===== src/rtl/pc_next_select.sv =====
// Next-PC selector (MUX_6): picks PC+1 or the MUX_5 branch/jump target, plus a registered redirect flag.
// Optional build macro MUX6_REG_OUT_EN registers MUX_6_out with a 1-cycle latency.
module pc_next_select #(
  parameter int unsigned N = 16
) (
  input  logic         clk,
  input  logic         rst_n,
  input  logic         M6,
  input  logic [N-1:0] PC_plus_one,
  input  logic [N-1:0] MUX_5_out,
  output logic [N-1:0] MUX_6_out,
  output logic         redirect_q
);

  logic [N-1:0] sel_d;

  // An unknown select yields all-X instead of silently favouring either input.
  always_comb begin
    sel_d = 'x;
    case (M6)
      1'b0:    sel_d = PC_plus_one;
      1'b1:    sel_d = MUX_5_out;
      default: sel_d = 'x;
    endcase
  end

  always_ff @(posedge clk or negedge rst_n) begin
    if (!rst_n) begin
      redirect_q <= 1'b0;
    end else begin
      redirect_q <= M6;
    end
  end

`ifdef MUX6_REG_OUT_EN
  logic [N-1:0] mux6_q;

  always_ff @(posedge clk or negedge rst_n) begin
    if (!rst_n) begin
      mux6_q <= '0;
    end else begin
      mux6_q <= sel_d;
    end
  end

  assign MUX_6_out = mux6_q;
`else
  assign MUX_6_out = sel_d;
`endif

endmodule


===== config.mk =====
export PLATFORM = sky130hd
export DESIGN_NAME = pc_next_select
export DESIGN_NICKNAME = d
export VERILOG_FILES = /design/src/rtl/pc_next_select.sv
export SDC_FILE = /design/constraint.sdc
export NUM_CORES = 1
export LEC_CHECK = 0
export ABC_CLOCK_PERIOD_IN_PS = 1600
export CORE_AREA = 8 8 47 49
export CTS_CLUSTER_SIZE = 30
export DETAILED_ROUTE_END_ITERATION = 6
export DIE_AREA = 0 0 55 57
export PLACE_DENSITY_LB_ADDON = 0.12
export SYNTH_ARGS = -nofsm -noshare
export SYNTH_HDL_FRONTEND = slang
export SYNTH_SLANG_ARGS = --single-unit

===== constraint.sdc =====
create_clock -name clk -period 1.6 [get_ports clk]
set_input_delay 0.16 -clock clk [delete_from_list [all_inputs] [get_ports clk]]
set_output_delay 0.16 -clock clk [all_outputs]
set_load 0.01 [all_outputs]

==> results.tsv, run 1 <==
metric	value	unit
p_int	0.1909	mW
die_y	57	um
wirelength	1.347	mm
holdBufCountCts	0	
finalSetupViolations	0	
path_clk_slew	0	ns
fp.dieW	55	um
mostFrequentLayoutCell	clkdlybuf4s50_1	
cpPeakStageDelay	0.48	ns
period_needed	1.502	ns
clkPwrFrac	0	%
reg.largest.list	redirect_q (1)	
dpl.hpwl	1.159	mm
switching_share	23.97	%
drc	0	
regMostFlops	redirect_q	
start_util	17.38	%
num_antenna_cells	0	
synth_warnings	0	
min_period_over_period	93.88	%
grt_pass1_vias	422	
syn_to_final_growth	198.2	%
peakVddDrop	186.5	uV
drt_iter0_markers	0	
synthesis.instances	19	
status	complete, no violations	
required	1.44	ns
syn_area	274.0	um2
fmax	665.7	MHz
layout_common_cells	clkdlybuf4s50_1 (42), mux2_4 (10), dlygate4sd2_1 (8), mux2_2 (6), buf_4 (4)	
finalHoldViolCount	0	
ioPinCount	52	
viasPerCell	4.088	
wl_per_cell	14.80	um
cp_max_fo	4	
power_frac_comb	89.1	%
placed_cells	87	
finalPower	0.2511	mW
worst_slew_pin_slew	0.1399	ns
leakage	0.3596	nW
io_buffers	51	
crit_chain	clkdlybuf4s15_1, buf_4, mux2_4, clkdlybuf4s50_1	
grt_antenna_before_repair	0	
via_count	372	
yosys_register_bits	1	
wl_met1	564	um
fin_cells	91	
hold_path.class	input pin to asynchronous set/reset pin	
cp-start-kind	input pin	
crit_type	input pin to output port	
ys_seq_area_share	9.132	%
rsz0062_at_grt	no	
sequentialPowerShare	10.9	%
drtAntennaViolNets	0	
grt_max_degree	6	
fin_nets	111	
gp_congestion	0.5953	
p_switching	0.06020	mW
power_density	307.3	nW/um2
syn_area_per_cell	14.42	um2
wl_met3	286	um
layout-drive-gt1-share	29.73	%
slew_headroom	90.65	%
synth_nets	54	
coreArea	1577	um2
largest_reg_flops	1	
die_area	3135	um2
ys_types	5	
drv_slew	0	
cp-end-kind	output port	
global_route.overflow_total	0	
arrival	1.34	ns
drtPass1Iterations	1	
grt_usage	7.837	%
maxCapViolations	0	
grt_pass1_wl	1.973	mm
rows	15	
route.met2.wl	495	um
critPathSlowestCell	clkdlybuf4s50_1	
routed.top_layer	met3	
==> path summary, 6_finish.rpt <==
path | endpoint | slack, ns | start
min in group clk | redirect_q | 0.62 | M6
min | redirect_q | 0.31 | rst_n
max in group asynchronous | redirect_q | 1.19 | rst_n
max | MUX_6_out[12] | 0.1 | M6
==> layout make-up <==
class,instances,area [um2]
repair buffers,57,553.0
fillers,146,759.5
multi-input cells,16,217.7
well taps,17,21.27
flip-flops and latches,1,25.02
==> per-stage QoR <==
step	setup TNS (ns)	instance area (um2)	setup slack (ns)	hold WS, ns	utilization (%)
3_5_place_dp	-3.168	789.5	-0.2276	0.3136	50.08
2_1_floorplan	0	274.0	0.7185	-0.1356	-
6_report	0	817.0	0.09785	0.3103	51.83
5_1_grt	0	817.0	0.02003	0.3180	51.83
4_1_cts	0	815.8	0.05276	0.3136	51.75
3_3_place_gp	-3.178	789.5	-0.2340	0.3089	50.08
==> synth_stat cells <==
cell	instances	area, um2
buf_12	1	20.02
mux2_4	10	150.1
buf_6	1	11.26
mux2_2	6	67.56
dfrtp_1	1	25.02
==> per-layer routing <==
| metal | vias up | global-route usage (%) |
|---|---|---|
| li1 | 181 | - |
| met1 | 154 | 10.24 |
| met2 | 37 | 10.86 |
| met3 | 0 | 5.714 |
| met4 | 0 | 0 |
| met5 | - | 0 |
==> power by group through the flow <==
stage          clock network (mW)  registers [mW]  logic [mW]
3_3_place_gp                    0          0.0273       0.228
3_5_place_dp                    0          0.0273       0.228
5_1_grt                         0          0.0276       0.239
4_1_cts                         0          0.0274       0.227
6_report                        0          0.0273       0.224
2_1_floorplan                   0          0.0281      0.0816
==> cells by family (layout without fill, tap and decap cells) <==
| logic type | count (synthesis) | count (layout) | share of synthesized area [%] |
|---|---|---|---|
| flops | 1 | 1 | 9.131 |
| buf+inv | 2 | 57 | 11.42 |
| mux | 16 | 16 | 79.45 |
==> worst max-delay path: cells and delay by family <==
kind	cells	cell delay, ns
buffers and inverters	3	0.88
muxes	1	0.30
==> repair_timing <==
action,4_1_cts,5_1_grt
setup buffers,3,0
gates resized for setup,12,1
setup endpoints to repair,16,2
gates cloned,1,0
No activity file was read; power rests on OpenSTA's default activity.
==> run 2: changes to the inputs <==
SLEW_MARGIN = 10   (was not set)
==> results of run 2 <==
Same layout as run 1: the final DEF is identical, and so are final timing and power.
